==> config.mk <==
export PLATFORM = sky130hd
export DESIGN_NAME = uart_rx_flat
export DESIGN_NICKNAME = d
export VERILOG_FILES = /design/src/rtl/uart_pkg.sv /design/src/rtl/uart_rx_if.sv /design/src/rtl/uart_sync.sv /design/src/rtl/uart_rx.sv /design/src/flat_wrapper.sv
export SDC_FILE = /design/constraint.sdc
export NUM_CORES = 1
export LEC_CHECK = 0
export CORE_MARGIN = 3
export CORE_UTILIZATION = 45
export CTS_CLUSTER_DIAMETER = 60
export CTS_CLUSTER_SIZE = 30
export DETAILED_ROUTE_END_ITERATION = 12
export PLACE_DENSITY_LB_ADDON = 0.08
export SLEW_MARGIN = 5
export SYNTH_ARGS = -nofsm -noshare
export SYNTH_HDL_FRONTEND = slang
export SYNTH_SLANG_ARGS = --single-unit
==> constraint.sdc <==
create_clock -name clk -period 1.4 [get_ports clk]
set_input_delay 0.14 -clock clk [delete_from_list [all_inputs] [get_ports clk]]
set_output_delay 0.14 -clock clk [all_outputs]
set_load 0.02 [all_outputs]
==> src/rtl/uart_pkg.sv <==
// Shared UART definitions: receiver state encoding, frame width, and the
// mid-bit sampling offset. Used by both uart_rx and uart_tx.
package uart_pkg;

  localparam int DATA_BITS = 8;

  typedef enum logic [2:0] {
    IDLE,
    START,
    DATA,
    PARITY,
    STOP,
    BREAK
  } rx_state_t;

  // Count at which the start bit is re-checked, i.e. its centre.
  function automatic int half_bit(input int clks_per_bit);
    return (clks_per_bit - 1) / 2;
  endfunction

endpackage

==> src/rtl/uart_rx_if.sv <==
// Receiver-side signal bundle. The master modport is the receiver itself;
// the slave modport is the line driver / byte consumer. UART_RX_PARITY_EN adds the parity error strobe.
interface uart_rx_if;
  import uart_pkg::*;

  logic                 i_RX_Serial;
  logic                 o_RX_DV;
  logic [DATA_BITS-1:0] o_RX_Byte;
  logic                 o_RX_Active;
  logic                 o_RX_Frame_Err;
`ifdef UART_RX_PARITY_EN
  logic                 o_RX_Parity_Err;
`endif

  modport master (
    input  i_RX_Serial,
`ifdef UART_RX_PARITY_EN
    output o_RX_Parity_Err,
`endif
    output o_RX_DV, o_RX_Byte, o_RX_Active, o_RX_Frame_Err
  );

  modport slave (
    output i_RX_Serial,
`ifdef UART_RX_PARITY_EN
    input  o_RX_Parity_Err,
`endif
    input  o_RX_DV, o_RX_Byte, o_RX_Active, o_RX_Frame_Err
  );

endinterface

==> src/rtl/uart_sync.sv <==
// Flop-chain synchroniser for the asynchronous serial line. Resets to 1 so a
// reset never looks like a start edge.
module uart_sync #(
  parameter int SYNC_STAGES = 2
) (
  input  logic clk,
  input  logic rst,
  input  logic d,
  output logic q
);

  logic [SYNC_STAGES-1:0] ff;

  always_ff @(posedge clk) begin
    if (rst) ff <= '1;
    else     ff <= {ff[SYNC_STAGES-2:0], d};
  end

  assign q = ff[SYNC_STAGES-1];

endmodule

==> src/rtl/uart_rx.sv <==
// 8N1 UART receiver: centre-samples each bit, checks start/stop framing, and
// strobes each good byte. Define UART_RX_PARITY_EN for an even-parity bit.
module uart_rx
  import uart_pkg::*;
#(
  parameter int CLKS_PER_BIT = 87,
  parameter int SYNC_STAGES  = 2
) (
  input  logic     clk,
  input  logic     rst,
  uart_rx_if.master bus
);

  localparam int CNT_W = $clog2(CLKS_PER_BIT);
  localparam logic [CNT_W-1:0] CNT_HALF = CNT_W'(half_bit(CLKS_PER_BIT));
  localparam logic [CNT_W-1:0] CNT_LAST = CNT_W'(CLKS_PER_BIT - 1);

  rx_state_t            state;
  logic [CNT_W-1:0]     clk_cnt;
  logic [2:0]           bit_idx;
  logic [DATA_BITS-1:0] shift;
  logic                 rx_s;
`ifdef UART_RX_PARITY_EN
  logic                 par_bad;
`endif

  uart_sync #(.SYNC_STAGES(SYNC_STAGES)) u_sync (
    .clk (clk),
    .rst (rst),
    .d   (bus.i_RX_Serial),
    .q   (rx_s)
  );

  always_ff @(posedge clk) begin
    if (rst) begin
      state              <= IDLE;
      clk_cnt            <= '0;
      bit_idx            <= '0;
      shift              <= '0;
      bus.o_RX_DV        <= 1'b0;
      bus.o_RX_Byte      <= '0;
      bus.o_RX_Active    <= 1'b0;
      bus.o_RX_Frame_Err <= 1'b0;
`ifdef UART_RX_PARITY_EN
      par_bad             <= 1'b0;
      bus.o_RX_Parity_Err <= 1'b0;
`endif
    end else begin
      bus.o_RX_DV        <= 1'b0;
      bus.o_RX_Frame_Err <= 1'b0;
`ifdef UART_RX_PARITY_EN
      bus.o_RX_Parity_Err <= 1'b0;
`endif
      case (state)
        IDLE: begin
          clk_cnt <= '0;
          bit_idx <= '0;
          if (!rx_s) begin
            state           <= START;
            bus.o_RX_Active <= 1'b1;
          end
        end

        // Re-check at the start-bit centre to reject short glitches.
        START: begin
          if (clk_cnt == CNT_HALF) begin
            clk_cnt <= '0;
            if (!rx_s) begin
              state <= DATA;
            end else begin
              state           <= IDLE;
              bus.o_RX_Active <= 1'b0;
            end
          end else begin
            clk_cnt <= clk_cnt + 1'b1;
          end
        end

        DATA: begin
          if (clk_cnt == CNT_LAST) begin
            clk_cnt        <= '0;
            shift[bit_idx] <= rx_s;
            bit_idx        <= bit_idx + 3'd1;
            if (bit_idx == 3'(DATA_BITS - 1)) begin
`ifdef UART_RX_PARITY_EN
              state <= PARITY;
`else
              state <= STOP;
`endif
            end
          end else begin
            clk_cnt <= clk_cnt + 1'b1;
          end
        end

`ifdef UART_RX_PARITY_EN
        PARITY: begin
          if (clk_cnt == CNT_LAST) begin
            clk_cnt <= '0;
            par_bad <= (rx_s != ^shift);
            state   <= STOP;
          end else begin
            clk_cnt <= clk_cnt + 1'b1;
          end
        end
`endif

        // Leaving from mid stop bit lets a back-to-back start edge be caught.
        STOP: begin
          if (clk_cnt == CNT_LAST) begin
            clk_cnt <= '0;
            if (rx_s) begin
              state           <= IDLE;
              bus.o_RX_Active <= 1'b0;
`ifdef UART_RX_PARITY_EN
              if (par_bad) begin
                bus.o_RX_Parity_Err <= 1'b1;
              end else begin
                bus.o_RX_Byte <= shift;
                bus.o_RX_DV   <= 1'b1;
              end
`else
              bus.o_RX_Byte <= shift;
              bus.o_RX_DV   <= 1'b1;
`endif
            end else begin
              bus.o_RX_Frame_Err <= 1'b1;
              state              <= BREAK;
            end
          end else begin
            clk_cnt <= clk_cnt + 1'b1;
          end
        end

        // A line held low after a bad stop bit must not restart framing.
        BREAK: begin
          clk_cnt <= '0;
          if (rx_s) begin
            state           <= IDLE;
            bus.o_RX_Active <= 1'b0;
          end
        end

        default: begin
          state           <= IDLE;
          clk_cnt         <= '0;
          bus.o_RX_Active <= 1'b0;
        end
      endcase
    end
  end

endmodule

==> src/flat_wrapper.sv <==
// flat-port wrapper written by rule: the top's interface ports become plain ports
module uart_rx_flat import uart_pkg::*;
#(
  parameter int CLKS_PER_BIT = 87,
  parameter int SYNC_STAGES  = 2
)
  (clk, rst, bus_i_RX_Serial, bus_o_RX_DV, bus_o_RX_Byte, bus_o_RX_Active, bus_o_RX_Frame_Err);
  uart_rx_if bus_i ();
  input  logic clk;
  input  logic rst;
  input wire logic [$bits(bus_i.i_RX_Serial)-1:0] bus_i_RX_Serial;
  output wire logic [$bits(bus_i.o_RX_DV)-1:0] bus_o_RX_DV;
  output wire logic [$bits(bus_i.o_RX_Byte)-1:0] bus_o_RX_Byte;
  output wire logic [$bits(bus_i.o_RX_Active)-1:0] bus_o_RX_Active;
  output wire logic [$bits(bus_i.o_RX_Frame_Err)-1:0] bus_o_RX_Frame_Err;
  assign bus_i.i_RX_Serial = bus_i_RX_Serial;
  assign bus_o_RX_DV = bus_i.o_RX_DV;
  assign bus_o_RX_Byte = bus_i.o_RX_Byte;
  assign bus_o_RX_Active = bus_i.o_RX_Active;
  assign bus_o_RX_Frame_Err = bus_i.o_RX_Frame_Err;
  uart_rx #(.CLKS_PER_BIT(CLKS_PER_BIT), .SYNC_STAGES(SYNC_STAGES)) u_core (.clk(clk), .rst(rst), .bus(bus_i));
endmodule
==> results.json, run 1 <==
{
  "antenna_found_initial": 0,
  "worstMarginPinSlew_ps": 379,
  "crit_type": "register to register",
  "fin_util_pct": 69.3,
  "place_area_um2": 1970,
  "drt-total-wl_mm": 4.07,
  "clk_latency_ps": 330,
  "crit_path_max_fanout": 3,
  "start_util_pct": 47.1,
  "min_path_type": "input pin to register",
  "htreeDepth": 2,
  "path_clk_slew_ps": 110,
  "crit_arrival_ps": 1870,
  "rsz0062_at_grt": "true",
  "hold_viol_final": 0,
  "ios": 14,
  "max_slew_margin_pct": 74.7,
  "worstReg2RegStart": "u_core.clk_cnt[1]$_SDFF_PP0_",
  "drtIter0Drc": 69,
  "synth_top_flop_cell": "dfxtp_1",
  "ys_types": 42,
  "drc_errors": 0,
  "cts_tree": "yes",
  "die_w_um": 65.6,
  "status": "finished with violations",
  "ant_nets": 0,
  "finalSetupViolations": 31,
  "power_mw": 2.03,
  "cts-root-buf": "clkbuf_4",
  "nNetsFinal": 223,
  "finalClockSkew_ps": 6.59,
  "slew_violations": 0,
  "cts_buffers": 5,
  "grt_pass1_vias": 1411,
  "pre_cts_ws_ps": -376,
  "cp-start-kind": "register",
  "port_buffers": 13,
  "violations": "setup timing",
  "top_layer_used": "met4",
  "final_cell_mix": "dfxtp_1 (32), buf_4 (27), nor2_1 (17), dlygate4sd2_1 (11)",
  "nFillCells": 248,
  "crit_required_ps": 1660,
  "grt_max_degree": 18,
  "n_antenna_cell": 0,
  "core-area_um2": 3390,
  "synth_cells": 175,
  "dp_cells": 250,
  "min_period_ps": 1610,
  "p_leak_nw": 0.939,
  "gp_congestion": 0.929,
  "fmax_mhz": 622,
  "dpl.hpwl_mm": 2.53,
  "rows": 21,
  "drive_gt1_share_pct": 41.0,
  "finalCritPeriodShare_pct": 115,
  "synth_edf_count": 0,
  "clk_path_buf_depth": 2,
  "grt.total_usage_pct": 20.4,
  "fp.dieArea_um2": 4300,
  "maxCapViolCount": 0,
  "stdcell_area_um2": 2350,
  "wl_per_cell_um": 15.5,
  "cts_hold_buf": 0,
  "vias_per_cell": 5.53,
  "yosysWarnings": 0,
  "vdd_drop_max_mv": 0.678,
  "grt_pass1_wl_mm": 6.73,
  "num_vias": 1455,
  "synth.avg_cell_area_um2": 9.13,
  "synthArstFlopShare_pct": 0,
  "dr_wl_met2_mm": 1.98,
  "synth_fp_nets": 182,
  "syn_area_um2": 1600,
  "final_common_cell": "dfxtp_1",
  "grt-ovfl-total": 0,
  "die_h_um": 65.6,
  "drt_pass1_iterations": 4,
  "wl_met3_um": 202,
  "wl_met1_mm": 1.84,
  "endpoint_kind": "register",
  "worstHoldStart": "bus_i_RX_Serial",
  "cp-startpoint": "u_core.clk_cnt[1]$_SDFF_PP0_",
  "setup_slack_ps": -208,
  "synth_sequential_area_ratio_pct": 42.6,
  "yosys_register_bits": 34,
  "layout.cells.non_filler": 263,
  "syn_to_final_growth_pct": 46.9,
  "clock-sinks": 34,
  "p_per_area_nw_per_um2": 865
}
metrics by stage:
stage / hold WS (ps) / TNS [ps]
after floorplan: 244 / -998
after global placement: 395 / -6660
after detailed placement: 403 / -7590
after CTS: 347 / -2720
after global routing: 369 / -5550
final: 360 / -3420
cell families after synthesis:
family	count (synthesis)	synth area share, %
buffers and inverters	20	6.34
AND/OR/NAND/NOR	70	24.6
adder cells (fa/ha/maj)	4	3.13
XOR/XNOR	5	2.74
multiplexers	10	6.26
flip-flops	34	42.6
AO/OA/AOI/OAI	32	14.3
state kept, by name, summed over array words and instances, names as in the netlist:
name and cells:
u_core.bus.o_RX_Byte 8, u_core.shift 8, u_core.clk_cnt 7, u_core.bit_idx 3, u_core.state 3, u_core.u_sync.ff 2, u_core.bus.o_RX_Active 1, u_core.bus.o_RX_DV 1
u_core.bus.o_RX_Frame_Err 1
metal layers:
layer  global-route usage [%]  vias up
met1                     25.7      706
met5                        0        -
met2                     33.5       38
met3                     6.15        6
met4                     5.96        0
li1                         -      705
path summary, 6_finish.rpt:
check	end	slack, ps	cells past startpoint
worst max-delay path	u_core.clk_cnt[0]$_SDFF_PP0_	-210	7
worst min-delay path	u_core.u_sync.ff[0]$_SDFF_PP1_	360	2
worst max register to register	u_core.clk_cnt[0]$_SDFF_PP0_	-210	7
worst min register to register	u_core.u_sync.ff[1]$_SDFF_PP1_	430	1
report_power, final:
group	total, mW	switching (mW)	internal (mW)
logic	0.115	0.0613	0.0540
clock network	0.935	0.330	0.605
registers	0.979	0.00560	0.974
worst max-delay path: stages (launching register included):
cell and delay, ps:
dfxtp_2 350, buf_6 120, ha_4 150, and3_4 150, a2111oi_4 400, a221oi_4 70
buf_6 150, nor3_2 140
synth_stat cells, types with 3 or more instances:
master     n  share of area, %
dfxtp_1   34                43
nor2_1    18               4.2
a21oi_1   13               4.1
mux2i_1   10               6.3
nand2_1   10               2.3
nor3_1     9               2.8
clkbuf_1   8               1.9
nand4_1    7               2.7
o21ai_0    6               1.9
inv_1      5               1.2
ha_1       4               3.1
and2_1     3               1.2
and3_1     3               1.2
buf_2      3              0.94
nand3_1    3              0.94
nor3b_1    3               1.4
o31ai_1    3               1.4
xnor2_1    3               1.6
area by class of cell:
type	count	area (um2)	area share [%]
multi-input combinational	121	1040	44.2
sequential	34	683	29.1
timing repair buffer	49	438	18.7
clock inverter	2	60.1	2.56
tap	46	57.6	2.45
clock buffer	6	51.3	2.19
inverter	5	18.8	0.800
repair_timing:
action                     4_1_cts  5_1_grt
setup buffers                    4        1
resized for setup               47       18
setup endpoints to repair       43       32
pin swaps                       24        6
No activity file was read; power rests on OpenSTA's default activity.
==> run 2, diff against run 1 <==
CORE_ASPECT_RATIO = 0.8   (was unset)
==> run 2 against run 1 <==
The run still ends with setup timing left; die area up 0.11%; maximum frequency fell by 4.0%; hold slack improved by 59 ps; total power decreased by 13%; cell area decreased by 2.5%; sequential power barely moved; clock skew shrank 3.9 ps; worst setup slack got worse by 67 ps; count of clock-buffer cells in the layout unchanged; sequential share of layout area grew 1.0 points; clock power decreased by 26%; critical endpoint is now u_core.shift[6]$_SDFFE_PP0P_; highest routed layer unchanged.
==> results.json, run 2 (synthesis gave the netlist of run 1 again) <==
{
  "status": "finished with violations",
  "violations": "setup timing",
  "clock-sinks": 34,
  "fp.dieArea_um2": 4310,
  "die_w_um": 72.6,
  "drt_pass1_iterations": 4,
  "p_clk_share_pct": 39.0,
  "fmax_mhz": 597,
  "critPathSlowestCell": "dfxtp_2",
  "final_common_cell": "dfxtp_1",
  "finalClockSkew_ps": 2.71,
  "vias_per_cell": 5.64,
  "die_h_um": 59.3,
  "port_buffers": 13,
  "timing.critical_path.buf_inv": 3,
  "n_antenna_cell": 0,
  "grt_pass1_wl_mm": 6.22,
  "p_leak_nw": 0.893,
  "dp_cells": 244,
  "crit_type": "register to register",
  "endpoint_kind": "register",
  "drtIter0Drc": 118,
  "p_per_area_nw_per_um2": 775,
  "worstPathCellList": "inv_2 > ha_4 > and4bb_2 > buf_6 > nand3_4 > buf_4 > o31ai_1 > a21oi_2",
  "nFillCells": 242,
  "multi_input_area_um2": 997,
  "maxCapViolCount": 0,
  "wl_per_cell_um": 15.4,
  "power.switching_mw": 0.376,
  "drt-total-wl_mm": 3.89,
  "cp-start-kind": "register",
  "power_frac_comb_pct": 5.7,
  "core-area_um2": 3240,
  "antenna_found_initial": 0,
  "crit_required_ps": 1560,
  "worstMarginPinSlew_ps": 364,
  "drc_errors": 0,
  "htreeDepth": 2,
  "ant_nets": 0,
  "gp_congestion": 0.880,
  "cts_tree": "yes",
  "top_regs": "u_core.bus.o_RX_Byte (8), u_core.shift (8), u_core.clk_cnt (7)",
  "final_cell_mix": "dfxtp_1 (29), buf_4 (24), nor2_1 (17), clkdlybuf4s50_1 (11)",
  "clk_path_buf_depth": 2,
  "intPower_mw": 1.40,
  "power_mw": 1.77,
  "clk_latency_ps": 270,
  "start_util_pct": 49.3,
  "finalSetupViolations": 30,
  "dpl.hpwl_mm": 2.48,
  "cts_buffers": 5,
  "path_clk_slew_ps": 60,
  "min_period_ps": 1680,
  "timing.hold.ws_ps": 419,
  "ios": 14,
  "grt_max_degree": 15,
  "num_vias": 1427,
  "rsz0062_at_grt": "true",
  "vdd_drop_max_mv": 0.519,
  "crit_arrival_ps": 1830,
  "slew_violations": 0,
  "fin_util_pct": 70.6,
  "critPathTopFamily": "compound AO/OA/AOI/OAI gates",
  "switching_share_pct": 21.2,
  "setup_slack_ps": -275,
  "crit_path_max_fanout": 7,
  "place_area_um2": 1970,
  "grt-ovfl-total": 0,
  "final-seq-area_um2": 689,
  "hold_viol_final": 0,
  "stdcell_area_um2": 2290,
  "slowest_delay_ps": 340,
  "min_path_type": "register to register",
  "layout.cells.non_filler": 253,
  "finalCritPeriodShare_pct": 120,
  "pre_cts_ws_ps": -223,
  "grt.total_usage_pct": 18.5,
  "finalSetupTns_ps": -4230,
  "nNetsFinal": 221,
  "grt_pass1_vias": 1269,
  "seq_power_share_pct": 55.3,
  "max_slew_margin_pct": 75.5,
  "drive_gt1_share_pct": 38.5,
  "syn_to_final_growth_pct": 43.2,
  "rows": 18,
  "cts-root-buf": "clkbuf_8"
}
-- run 2: cell types whose count changed in the layout (fill, tap and decap cells not counted), moves of 3 or more --
cell and delta:
a21oi_1 +3, dfxtp_1 -3, clkdlybuf4s50_1 +9, clkbuf_8 +5, buf_4 -3, clkbuf_4 -5, a21oi_2 -3, dlygate4sd2_1 -10
-- run 2: metal layers --
layer  global-route usage, %  part of all wire [%]  wire (um)
met1                    26.2                    47       1840
met2                    28.5                    47       1830
met3                    4.24                   4.2        164
met4                    4.74                   1.4         53
met5                       0                     0          0
-- run 2: worst paths after layout --
kind / from / endpoint / slack (ps) / cells past startpoint
worst max-delay path: u_core.clk_cnt[0]$_SDFF_PP0_ / u_core.shift[6]$_SDFFE_PP0P_ / -280 / 8
worst min-delay path: u_core.u_sync.ff[0]$_SDFF_PP1_ / u_core.u_sync.ff[1]$_SDFF_PP1_ / 420 / 1
worst max register to register: u_core.clk_cnt[0]$_SDFF_PP0_ / u_core.shift[6]$_SDFFE_PP0P_ / -280 / 8
worst min register to register: u_core.u_sync.ff[0]$_SDFF_PP1_ / u_core.u_sync.ff[1]$_SDFF_PP1_ / 420 / 1
-- run 2: power by group through the flow --
stage	registers (mW)	clock network, mW	logic [mW]
global route	0.981	0.753	0.109
global placement	1.00	0	0.0791
floorplan	1.00	0	0.0424
detailed placement	1.00	0	0.0808
CTS	0.981	0.705	0.0833
finish	0.981	0.692	0.101
-- run 2: timing repair --
item                       CTS  global route
pin swaps                    9            10
gates cloned                 0             0
hold buffers                 0             0
gates resized for setup     20            32
setup endpoints to repair   32            33
setup buffers                1             3
-- run 2: cell type report --
type	instances	area share, %
Clock buffer	6	3.61
Multi-Input combinational cell	121	43.6
Tap cell	40	2.19
Timing Repair Buffer	47	19.7
Sequential cell	34	30.1
Inverter	5	0.820
==> run 3, diff against run 2 <==
TNS_END_PERCENT = 50   (was unset)
==> run 3 against run 2 <==
The flow still finishes with violations (setup timing); global-route usage rose by 1.1 points; sequential power hardly changed; via count is 0.70% higher; maximum frequency increased by 2.1%; critical path depth is the same; routed wire length grew 1.4%; sequential cell count unchanged; worst setup slack improved by 34 ps; count of clock-buffer cells in the layout fell by 1; clock power fell by 3.0%; first-iteration DRC count grew 1.7%; non-clock buffer count grew 1; largest power group unchanged.
==> results.json, run 3 (synthesis gave the netlist of run 1 again) <==
{
  "cts_buffers": 5,
  "p_per_area_nw_per_um2": 778,
  "p_leak_nw": 0.889,
  "top_regs": "u_core.bus.o_RX_Byte (8), u_core.shift (8), u_core.clk_cnt (7)",
  "finalClockSkew_ps": 4.79,
  "drt-total-wl_mm": 3.94,
  "grt.total_usage_pct": 19.6,
  "grt-ovfl-total": 0,
  "pre_cts_ws_ps": -285,
  "fmax_mhz": 609,
  "clk_path_buf_depth": 2,
  "violations": "setup timing",
  "status": "finished with violations",
  "finalCritPeriodShare_pct": 117,
  "cp-start-kind": "register",
  "drc_errors": 0,
  "start_util_pct": 49.3,
  "switching_share_pct": 22.7,
  "rsz0062_at_grt": "true",
  "hold_viol_final": 0,
  "cts_tree": "yes",
  "ios": 14,
  "crit_required_ps": 1570,
  "critPathSlowestCell": "dfxtp_2",
  "final_common_cell": "dfxtp_1",
  "vias_per_cell": 5.64,
  "top_usage_layer": "met2",
  "htreeDepth": 2,
  "clock-sinks": 34,
  "power_frac_comb_pct": 5.1,
  "die_h_um": 59.3,
  "wl_per_cell_um": 15.5,
  "grt_pass1_vias": 1392,
  "syn_to_final_growth_pct": 39.9,
  "path_clk_slew_ps": 70,
  "grt_max_degree": 20,
  "crit_path_max_fanout": 5,
  "maxCapViolCount": 0,
  "nFillCells": 245,
  "intPower_mw": 1.34,
  "port_buffers": 13,
  "cts-root-buf": "clkbuf_8",
  "fp.dieArea_um2": 4310,
  "crit_arrival_ps": 1810,
  "use_met3_pct": 4.41,
  "worstPathCellList": "inv_2 > ha_4 > and4bb_4 > buf_12 > nand4_1 > buf_6 > mux2i_1 > nor2_1",
  "n_antenna_cell": 0,
  "dp_cells": 243,
  "clk_latency_ps": 280,
  "timing.hold.ws_ps": 426,
  "drive_gt1_share_pct": 35.3,
  "max_slew_margin_pct": 74.7,
  "p_clk_share_pct": 38.6,
  "endpoint_kind": "register",
  "min_path_type": "register to register",
  "seq_power_share_pct": 56.4,
  "gp_congestion": 0.832,
  "antenna_found_initial": 0,
  "rows": 18,
  "vdd_drop_max_mv": 0.546,
  "final_cell_mix": "dfxtp_1 (30), buf_4 (29), nor2_1 (17), a21oi_1 (11), clkdlybuf4s50_1 (11)",
  "fin_util_pct": 68.9,
  "grt_use_met2_pct": 31.0,
  "slew_violations": 0,
  "nNetsFinal": 222,
  "crit_type": "register to register",
  "dpl.hpwl_mm": 2.66,
  "layout.cells.non_filler": 255,
  "setup_slack_ps": -241,
  "drtIter0Drc": 120,
  "power.switching_mw": 0.395,
  "drt_pass1_iterations": 4,
  "finalSetupViolations": 29,
  "core-area_um2": 3240,
  "grt_pass1_wl_mm": 6.44,
  "grt_use_met1_pct": 26.2,
  "ant_nets": 0,
  "slowest_delay_ps": 340,
  "worstMarginPinSlew_ps": 380,
  "min_period_ps": 1640,
  "num_vias": 1437,
  "die_w_um": 72.6
}
run 3: per-stage QoR:
step	power [mW]	TNS (ps)	instance area, um2
2_1_floorplan	1.04	-1060	1610
3_3_place_gp	1.08	-4980	1940
3_5_place_dp	1.08	-6520	1940
4_1_cts	1.75	-4260	2100
5_1_grt	1.80	-6640	2240
6_report	1.74	-4240	2240
run 3: timing repair:
action                                  CTS  global route
pin swaps                                 9            18
hold buffers                              0             0
gates cloned                              1             0
buffers inserted                          0             4
gates resized for setup                  20            25
endpoints found under the setup margin   33            33
run 3: final timing paths:
check	startpoint	to	slack [ps]	cells past startpoint
setup reg to reg	u_core.clk_cnt[0]$_SDFF_PP0_	u_core.bus.o_RX_Byte[2]$_SDFFE_PP0P_	-240	8
hold reg to reg	u_core.u_sync.ff[0]$_SDFF_PP1_	u_core.u_sync.ff[1]$_SDFF_PP1_	430	1
hold / removal	u_core.u_sync.ff[0]$_SDFF_PP1_	u_core.u_sync.ff[1]$_SDFF_PP1_	430	1
setup / recovery	u_core.clk_cnt[0]$_SDFF_PP0_	u_core.bus.o_RX_Byte[2]$_SDFFE_PP0P_	-240	8
run 3: area by class of cell:
class	instances	area [um2]	share of cell area [%]
Sequential cell	34	688	30.8
Timing Repair Buffer	48	425	19.0
Clock buffer	5	68.8	3.08
Inverter	5	18.8	0.839
Multi-Input combinational cell	121	975	43.6
Tap cell	40	50.0	2.24
Clock inverter	2	10.0	0.448
run 3: worst max-delay path: cells and delay by family (launching register included):
| family | cells | cell delay, ps |
|---|---|---|
| adder cells (fa/ha/maj) | 1 | 110 |
| buffers and inverters | 3 | 400 |
| multiplexers | 1 | 150 |
| AND/OR/NAND/NOR | 3 | 520 |
| flip-flops | 1 | 340 |
run 3: power groups by stage:
stage               clock network (mW)  logic [mW]  registers [mW]
floorplan                            0      0.0424            1.00
global placement                     0      0.0731            1.00
detailed placement                   0      0.0753            1.00
CTS                              0.685      0.0793           0.982
global route                     0.723      0.0950           0.981
finish                           0.671      0.0879           0.981
run 3: per-layer routing:
metal | up-vias | routed length [um]
met3 | 6 | 171
li1 | 700 | -
met5 | - | 0
met1 | 701 | 1930
met4 | 0 | 40
met2 | 30 | 1800
